### src/rtl/riscv_ctrl_pkg.sv
// ----------------------------------------------------------------------------
// riscv_ctrl_pkg
//
// Purpose: shared encodings for the multi-cycle RV32I sequencing controller.
//   Holds the FSM state codes, the opcodes the controller understands, the
//   internal ALUOp / external ALUControl encodings, and the datapath mux
//   select encodings.
//
// Ports: none (package).
// ----------------------------------------------------------------------------
package riscv_ctrl_pkg;

    // FSM state codes, kept as plain constants so legacy tools and waveform
    // viewers that expect a bare 4-bit state register still work.
    typedef logic [3:0] state_t;

    localparam state_t S_FETCH    = 4'd0;
    localparam state_t S_DECODE   = 4'd1;
    localparam state_t S_MEMADR   = 4'd2;
    localparam state_t S_MEMREAD  = 4'd3;
    localparam state_t S_MEMWB    = 4'd4;
    localparam state_t S_MEMWRITE = 4'd5;
    localparam state_t S_EXECUTER = 4'd6;
    localparam state_t S_EXECUTEI = 4'd7;
    localparam state_t S_JAL      = 4'd8;
    localparam state_t S_ALUWB    = 4'd9;
    localparam state_t S_BEQ      = 4'd10;

    // Opcodes (instr[6:0]).
    localparam logic [6:0] OP_LOAD   = 7'b0000011;
    localparam logic [6:0] OP_STORE  = 7'b0100011;
    localparam logic [6:0] OP_RTYPE  = 7'b0110011;
    localparam logic [6:0] OP_ITYPE  = 7'b0010011;
    localparam logic [6:0] OP_JAL    = 7'b1101111;
    localparam logic [6:0] OP_BRANCH = 7'b1100011;

    // Internal ALUOp handed to the ALU decoder.
    localparam logic [1:0] ALUOP_ADD   = 2'b00;
    localparam logic [1:0] ALUOP_SUB   = 2'b01;
    localparam logic [1:0] ALUOP_FUNCT = 2'b10;

    // ALUControl seen by the shared ALU.
    localparam logic [2:0] ALU_ADD = 3'b000;
    localparam logic [2:0] ALU_SUB = 3'b001;
    localparam logic [2:0] ALU_AND = 3'b010;
    localparam logic [2:0] ALU_OR  = 3'b011;
    localparam logic [2:0] ALU_SLT = 3'b101;

    // Result mux.
    localparam logic [1:0] RES_ALUOUT    = 2'b00;
    localparam logic [1:0] RES_MEMDATA   = 2'b01;
    localparam logic [1:0] RES_ALURESULT = 2'b10;

    // ALU operand A mux.
    localparam logic [1:0] SRCA_PC    = 2'b00;
    localparam logic [1:0] SRCA_OLDPC = 2'b01;
    localparam logic [1:0] SRCA_RS1   = 2'b10;

    // ALU operand B mux.
    localparam logic [1:0] SRCB_RS2  = 2'b00;
    localparam logic [1:0] SRCB_IMM  = 2'b01;
    localparam logic [1:0] SRCB_FOUR = 2'b10;

    // Immediate format select.
    localparam logic [1:0] IMM_I = 2'b00;
    localparam logic [1:0] IMM_S = 2'b01;
    localparam logic [1:0] IMM_B = 2'b10;
    localparam logic [1:0] IMM_J = 2'b11;

    // Immediate format depends only on the opcode, never on the state.
    function automatic logic [1:0] imm_src_for(input logic [6:0] op);
        case (op)
            OP_STORE:  return IMM_S;
            OP_BRANCH: return IMM_B;
            OP_JAL:    return IMM_J;
            default:   return IMM_I;
        endcase
    endfunction

endpackage

### src/rtl/alu_decoder.sv
// ----------------------------------------------------------------------------
// alu_decoder
//
// Purpose: combinational map from the controller's ALUOp plus instruction
//   fields to the 3-bit ALUControl driving the shared ALU.
//
// Ports:
//   i_alu_op       in  2  00 add, 01 sub, 10 decode from funct fields
//   i_funct3       in  3  instr[14:12]
//   i_funct7b5     in  1  instr[30]
//   i_op5          in  1  instr[5]; separates R-type (1) from I-type (0)
//   o_alu_control  out 3  ALU operation select
// ----------------------------------------------------------------------------
module alu_decoder
    import riscv_ctrl_pkg::*;
(
    input  logic [1:0] i_alu_op,
    input  logic [2:0] i_funct3,
    input  logic       i_funct7b5,
    input  logic       i_op5,
    output logic [2:0] o_alu_control
);

    // Only an R-type instruction may select subtract through funct7; for
    // addi, instr[30] is just an immediate bit.
    logic w_is_sub;
    assign w_is_sub = i_op5 & i_funct7b5;

    always_comb begin
        // NOTE: every output gets a default before the case so no path
        // through the block leaves it unassigned and infers a latch.
        o_alu_control = ALU_ADD;
        case (i_alu_op)
            ALUOP_SUB: o_alu_control = ALU_SUB;
            ALUOP_FUNCT: begin
                case (i_funct3)
                    3'b000:  o_alu_control = w_is_sub ? ALU_SUB : ALU_ADD;
                    3'b010:  o_alu_control = ALU_SLT;
                    3'b110:  o_alu_control = ALU_OR;
                    3'b111:  o_alu_control = ALU_AND;
                    default: o_alu_control = ALU_ADD;
                endcase
            end
            default: o_alu_control = ALU_ADD;
        endcase
    end

endmodule

### src/rtl/multicycle_controller.sv
// ----------------------------------------------------------------------------
// multicycle_controller
//
// Purpose: sequencing FSM for the multi-cycle RV32I core. Steps one shared
//   ALU and one unified memory through fetch, decode, execute, memory and
//   writeback, and counts retired instructions.
//
// Parameters:
//   COUNT_WIDTH  width of the retired-instruction counter (wraps)
//
// Ports:
//   clk         in   1   core clock, rising edge
//   rst         in   1   synchronous active-high reset
//   op          in   7   instr[6:0]
//   funct3      in   3   instr[14:12]
//   funct7b5    in   1   instr[30]
//   Zero        in   1   ALU result == 0
//   mem_ready   in   1   memory completed current access this cycle
//   PCWrite     out  1   PC enable
//   AdrSrc      out  1   memory address: 0 PC, 1 ALUOut
//   MemWrite    out  1   memory write request
//   IRWrite     out  1   IR / OldPC enable
//   ResultSrc   out  2   00 ALUOut, 01 mem data, 10 ALU result
//   ALUSrcA     out  2   00 PC, 01 OldPC, 10 rs1
//   ALUSrcB     out  2   00 rs2, 01 ImmExt, 10 constant 4
//   ALUControl  out  3   ALU operation
//   ImmSrc      out  2   immediate format
//   RegWrite    out  1   register file write enable
//   illegal     out  1   one-cycle pulse on an unsupported opcode
//   retired     out  COUNT_WIDTH  instructions completed since reset
// ----------------------------------------------------------------------------
module multicycle_controller
    import riscv_ctrl_pkg::*;
#(
    parameter int COUNT_WIDTH = 32
) (
    input  logic                   clk,
    input  logic                   rst,
    input  logic [6:0]             op,
    input  logic [2:0]             funct3,
    input  logic                   funct7b5,
    input  logic                   Zero,
    input  logic                   mem_ready,
    output logic                   PCWrite,
    output logic                   AdrSrc,
    output logic                   MemWrite,
    output logic                   IRWrite,
    output logic [1:0]             ResultSrc,
    output logic [1:0]             ALUSrcA,
    output logic [1:0]             ALUSrcB,
    output logic [2:0]             ALUControl,
    output logic [1:0]             ImmSrc,
    output logic                   RegWrite,
    output logic                   illegal,
    output logic [COUNT_WIDTH-1:0] retired
);

    state_t                 r_state;
    logic [COUNT_WIDTH-1:0] r_retired;

    state_t     w_next_state;
    logic       w_pc_write;
    logic       w_adr_src;
    logic       w_mem_write;
    logic       w_ir_write;
    logic [1:0] w_result_src;
    logic [1:0] w_alu_src_a;
    logic [1:0] w_alu_src_b;
    logic [1:0] w_alu_op;
    logic       w_reg_write;
    logic       w_illegal;
    logic       w_retire;

    // Next-state and per-state outputs. Everything is Moore except the
    // mem_ready-qualified enables in FETCH and the Zero-qualified PCWrite
    // in BEQ.
    always_comb begin
        w_next_state = r_state;
        w_pc_write   = 1'b0;
        w_adr_src    = 1'b0;
        w_mem_write  = 1'b0;
        w_ir_write   = 1'b0;
        w_result_src = RES_ALUOUT;
        w_alu_src_a  = SRCA_PC;
        w_alu_src_b  = SRCB_RS2;
        w_alu_op     = ALUOP_ADD;
        w_reg_write  = 1'b0;
        w_illegal    = 1'b0;
        w_retire     = 1'b0;

        case (r_state)
            S_FETCH: begin
                // PC+4 goes straight to the PC while the instruction lands.
                w_alu_src_b  = SRCB_FOUR;
                w_result_src = RES_ALURESULT;
                w_ir_write   = mem_ready;
                w_pc_write   = mem_ready;
                if (mem_ready) w_next_state = S_DECODE;
            end
            S_DECODE: begin
                // Branch target OldPC+imm is computed here, ahead of BEQ.
                w_alu_src_a = SRCA_OLDPC;
                w_alu_src_b = SRCB_IMM;
                case (op)
                    OP_LOAD, OP_STORE: w_next_state = S_MEMADR;
                    OP_RTYPE:          w_next_state = S_EXECUTER;
                    OP_ITYPE:          w_next_state = S_EXECUTEI;
                    OP_JAL:            w_next_state = S_JAL;
                    OP_BRANCH:         w_next_state = S_BEQ;
                    default: begin
                        w_next_state = S_FETCH;
                        w_illegal    = 1'b1;
                    end
                endcase
            end
            S_MEMADR: begin
                w_alu_src_a  = SRCA_RS1;
                w_alu_src_b  = SRCB_IMM;
                w_next_state = op[5] ? S_MEMWRITE : S_MEMREAD;
            end
            S_MEMREAD: begin
                w_adr_src = 1'b1;
                if (mem_ready) w_next_state = S_MEMWB;
            end
            S_MEMWB: begin
                w_result_src = RES_MEMDATA;
                w_reg_write  = 1'b1;
                w_retire     = 1'b1;
                w_next_state = S_FETCH;
            end
            S_MEMWRITE: begin
                // The write request stays up until memory accepts it.
                w_adr_src   = 1'b1;
                w_mem_write = 1'b1;
                if (mem_ready) begin
                    w_retire     = 1'b1;
                    w_next_state = S_FETCH;
                end
            end
            S_EXECUTER: begin
                w_alu_src_a  = SRCA_RS1;
                w_alu_src_b  = SRCB_RS2;
                w_alu_op     = ALUOP_FUNCT;
                w_next_state = S_ALUWB;
            end
            S_EXECUTEI: begin
                w_alu_src_a  = SRCA_RS1;
                w_alu_src_b  = SRCB_IMM;
                w_alu_op     = ALUOP_FUNCT;
                w_next_state = S_ALUWB;
            end
            S_JAL: begin
                // Jump target (computed in DECODE) goes to the PC while the
                // ALU forms the link value OldPC+4 for ALUWB.
                w_alu_src_a  = SRCA_OLDPC;
                w_alu_src_b  = SRCB_FOUR;
                w_pc_write   = 1'b1;
                w_next_state = S_ALUWB;
            end
            S_ALUWB: begin
                w_reg_write  = 1'b1;
                w_retire     = 1'b1;
                w_next_state = S_FETCH;
            end
            S_BEQ: begin
                w_alu_src_a  = SRCA_RS1;
                w_alu_src_b  = SRCB_RS2;
                w_alu_op     = ALUOP_SUB;
                w_pc_write   = Zero;
                w_retire     = 1'b1;
                w_next_state = S_FETCH;
            end
            default: begin
                // Unused encodings recover to FETCH.
                w_next_state = S_FETCH;
            end
        endcase
    end

    always_ff @(posedge clk) begin
        // NOTE: non-blocking assignments so every flop samples pre-edge
        // values regardless of statement order.
        if (rst) begin
            r_state   <= S_FETCH;
            r_retired <= '0;
        end else begin
            r_state <= w_next_state;
            if (w_retire) r_retired <= r_retired + COUNT_WIDTH'(1);
        end
    end

    alu_decoder u_alu_decoder (
        .i_alu_op      (w_alu_op),
        .i_funct3      (funct3),
        .i_funct7b5    (funct7b5),
        .i_op5         (op[5]),
        .o_alu_control (ALUControl)
    );

    // Write strobes and illegal are suppressed while reset is high, so an
    // instruction abandoned by reset never issues a partial write.
    assign PCWrite   = w_pc_write  & ~rst;
    assign IRWrite   = w_ir_write  & ~rst;
    assign RegWrite  = w_reg_write & ~rst;
    assign MemWrite  = w_mem_write & ~rst;
    assign illegal   = w_illegal   & ~rst;
    assign AdrSrc    = w_adr_src;
    assign ResultSrc = w_result_src;
    assign ALUSrcA   = w_alu_src_a;
    assign ALUSrcB   = w_alu_src_b;
    assign ImmSrc    = imm_src_for(op);
    assign retired   = r_retired;

endmodule

### config.mk
export PLATFORM = sky130hd
export DESIGN_NAME = multicycle_controller
export DESIGN_NICKNAME = d
export VERILOG_FILES = /design/src/rtl/riscv_ctrl_pkg.sv /design/src/rtl/alu_decoder.sv /design/src/rtl/multicycle_controller.sv
export SDC_FILE = /design/constraint.sdc
export NUM_CORES = 1
export LEC_CHECK = 0
export ABC_AREA = 1
export BUFFER_PORTS_ARGS = -buffer_cell sky130_fd_sc_hd__buf_2
export CAP_MARGIN = 20
export CORE_MARGIN = 1
export CORE_UTILIZATION = 48
export CTS_CLUSTER_DIAMETER = 80
export DETAILED_ROUTE_END_ITERATION = 12
export PLACE_DENSITY = 0.81
export SYNTH_ARGS = -nofsm -noshare
export SYNTH_HDL_FRONTEND = slang
export SYNTH_SLANG_ARGS = --single-unit
### constraint.sdc
create_clock -name clk -period 1.45 [get_ports clk]
set_input_delay 0.145 -clock clk [delete_from_list [all_inputs] [get_ports clk]]
set_output_delay 0.145 -clock clk [all_outputs]
set_load 0.01 [all_outputs]
==> impl_results.md <==
* CTS tree: yes
* Max stage delay cell, worst path: dfxtp_4
* Core ar. at 5070 µm²
* Largest net degree at the start of global routing at 21
* I/O pin count at 64
* Hpwl dp at 5.49 mm
* CP cell instances: inv_2 > nand2_2 > inv_2 > nand2_4 > ha_4 > inv_4 > nor4_4 > buf_2
* First-pass GRT wire length at 13.0 mm
* Seq/Total Area, Yosys at 0.285
* Post-layout net count at 589
* Syn_nets at 455
* Vias in the first global route at 2,876
* Root buf cell: clkbuf_8
* TNS Setup at -7.16 ns
* Slew HR at 0.442
* Post-route cell area at 4160 µm²
* Unrepaired setup endpoints after global routing: yes
* Synth warn at 0
* Final setup fails at 43
* P&R area growth vs syn at 64.6%
* CTS Buf Count at 5
* Die span in x at 74.6 µm
* DRC at 0
* Antenna Nets Post-Route at 0
* First-pass iteration count of the detailed router at 5
* Synth Cell Area at 2530 µm²
* Final core utilization at 0.820
* Crit-path max FO at 5
* Initial antenna violation count at 0
* Critical Path Most Common Cell: inv_2
* Max-cap violations at 0
* Tcrit/Tclk final at 1.21
* DIE AREA at 5560 µm²
* Via Count at 3,561
* Power Dens Cells at 497 nW/µm²
* Clock power frac at 0.393
* Crit. End Element: output port
* Comb power frac at 0.126
* Clock sink total at 36
* Starting Density at 0.498
* F_max at 0.568 GHz
* Final hold violation count at 0
* Layout cells sized above 1 at 0.502
* Clk buf depth at 2
* Commonest non-fill, non-tap cell in the layout: nand2_1
* Status: complete, but fails checks
* Clk_lat worst skew at 0.31 ns
* Routability cong. at 0.927
* Seq cells post-synth at 36
* Synth area leaders: dfxtp_1 (29%), nand2_1 (19%), nor2_1 (12%), inv_1 (8.5%), nand3_1 (6.9%)
* H-tree depth at 2
* Drt total wl at 10.2 mm
* Minimum clock period at 1.76 ns
* Post-synthesis cell count at 437
* Slew at the pin with the worst max-slew slack at 0.837 ns
* Crit path required time at 1.31 ns
* Placed Area at 3240 µm²
* CP startpoint kind: flip-flop
* Sw Ratio at 0.285
* Share of total power in sequential cells at 0.481
* Hold Crit Class: primary input to flip-flop
* CP peak stage delay at 0.40 ns
* CTS hold repair buffers at 0
* IO Port Bufs at 63
* Remaining global-route overflow at 0
* Distinct cells, synth at 27
* Most frequent cells in the layout: nand2_1 (99), buf_2 (62), nor2_1 (60), buf_4 (50), inv_1 (48)
* Cell taking the most area after synthesis: dfxtp_1
* Clock-pin slew on the worst setup and hold paths at 0.08 ns
* First DRT Iteration DRCs at 287
* Failing checks: setup timing
* Mean Syn Cell Area at 5.78 µm²
* Diodes inserted at 0
* Leakage power at 1.88 nW
* Design Power at 2.07 mW
* Final worst slack at -0.310 ns
* DR WL/cell at 15.9 µm
* Internal power at 1.48 mW
* Die height at 74.6 µm
* Fin. max-slew vios at 0
* Via density at 5.55
* Arrival @ worst endpoint at 1.61 ns
* Layout Skew at 0.0124 ns
* Yosys top cell area share at 0.285
* Maximum vdd drop at 342 µV
* Core Rows at 26
* Tot GR Track Use at 0.309
* Psw at 0.589 mW
* Critical path type: flip-flop to output port
sequential cells by signal, summed over array words and instances, names as in the netlist:
name and count:
r_state 4, retired 32
final cells by class:
| class | count | area, µm² |
|---|---|---|
| multi-input combinational | 334 | 2030 |
| timing repair buffer | 135 | 953 |
| fill | 336 | 915 |
| sequential | 36 | 759 |
| inverter | 59 | 236 |
| tap | 70 | 87.6 |
| clock buffer | 7 | 86.3 |
| clock inverter | 1 | 7.51 |
layer usage:
metal | up-vias | GRT usage | share of wire
met2 | 184 | 0.547 | 0.51
met3 | 54 | 0.0664 | 0.079
met1 | 1676 | 0.365 | 0.37
met5 | - | 0 | 0
li1 | 1647 | - | -
met4 | 0 | 0.117 | 0.041
final timing paths:
check                           slack (ns)  cells past startpoint             to        start
worst max register to register       -0.24                     13    retired[22]   r_state[3]
worst max-delay path                 -0.31                      8  ALUControl[1]   r_state[2]
worst min register to register        0.53                      2    retired[17]  retired[17]
worst min-delay path                  0.16                      2     r_state[2]          rst
Yosys cell counts:
| cell type | count |
|---|---|
| a31oi_1 | 4 |
| nand2_2 | 4 |
| buf_6 | 2 |
| nor3_4 | 1 |
| ha_1 | 3 |
| nand3_2 | 1 |
| buf_4 | 3 |
| inv_2 | 2 |
| nor2_4 | 1 |
| inv_1 | 57 |
| a21oi_1 | 28 |
| nand3b_1 | 3 |
| nor2_2 | 5 |
| nor4_1 | 3 |
| clkbuf_1 | 5 |
| xor2_1 | 5 |
| nand2_1 | 126 |
| o21ai_0 | 12 |
| nand3_4 | 1 |
| dfxtp_1 | 36 |
| o21ai_1 | 4 |
| o221ai_1 | 1 |
| nand4_1 | 6 |
| nor2_1 | 84 |
| xnor2_1 | 2 |
| nand3_1 | 35 |
| nor3_1 | 3 |
metrics by stage:
stage	worst slack, ns	hold WS (ns)	std cells
final	-0.310	0.160	642
after floorplan	0.0217	0.336	437
after global placement	-0.0603	0.449	607
after detailed placement	-0.130	0.458	607
after CTS	-0.230	0.135	630
after global routing	-0.337	0.160	642
power groups by stage:
stage	combinational, mW	sequential, mW	clock, mW
global route	0.277	0.995	0.856
detailed placement	0.185	1.02	0
finish	0.260	0.995	0.814
floorplan	0.0950	1.02	0
CTS	0.212	1.00	0.791
global placement	0.182	1.02	0
worst max-delay path: cells and delay by family (launching register included):
kind / cells / cell delay, ns
and+or+nand+nor: 3 / 0.42
adders and majority gates: 1 / 0.17
buffers and inverters: 4 / 0.33
DFF: 1 / 0.40
what timing repair did:
item / CTS / global route
setup endpoints to repair: 32 / 47
buffers inserted: 12 / 14
resized for setup: 57 / 137
gates cloned: 3 / 1
pin swaps: 18 / 45
logic make-up (layout without fill, tap and decap cells):
logic type	after synthesis	in the layout	synth area share
AND/OR/NAND/NOR	273	275	0.462
buffers and inverters	69	202	0.113
AO/OA/AOI/OAI	49	49	0.100
flip-flops	36	36	0.285
XOR/XNOR	7	7	0.0243
adder cells (fa/ha/maj)	3	3	0.0149
(Power assumes the default switching activity.)
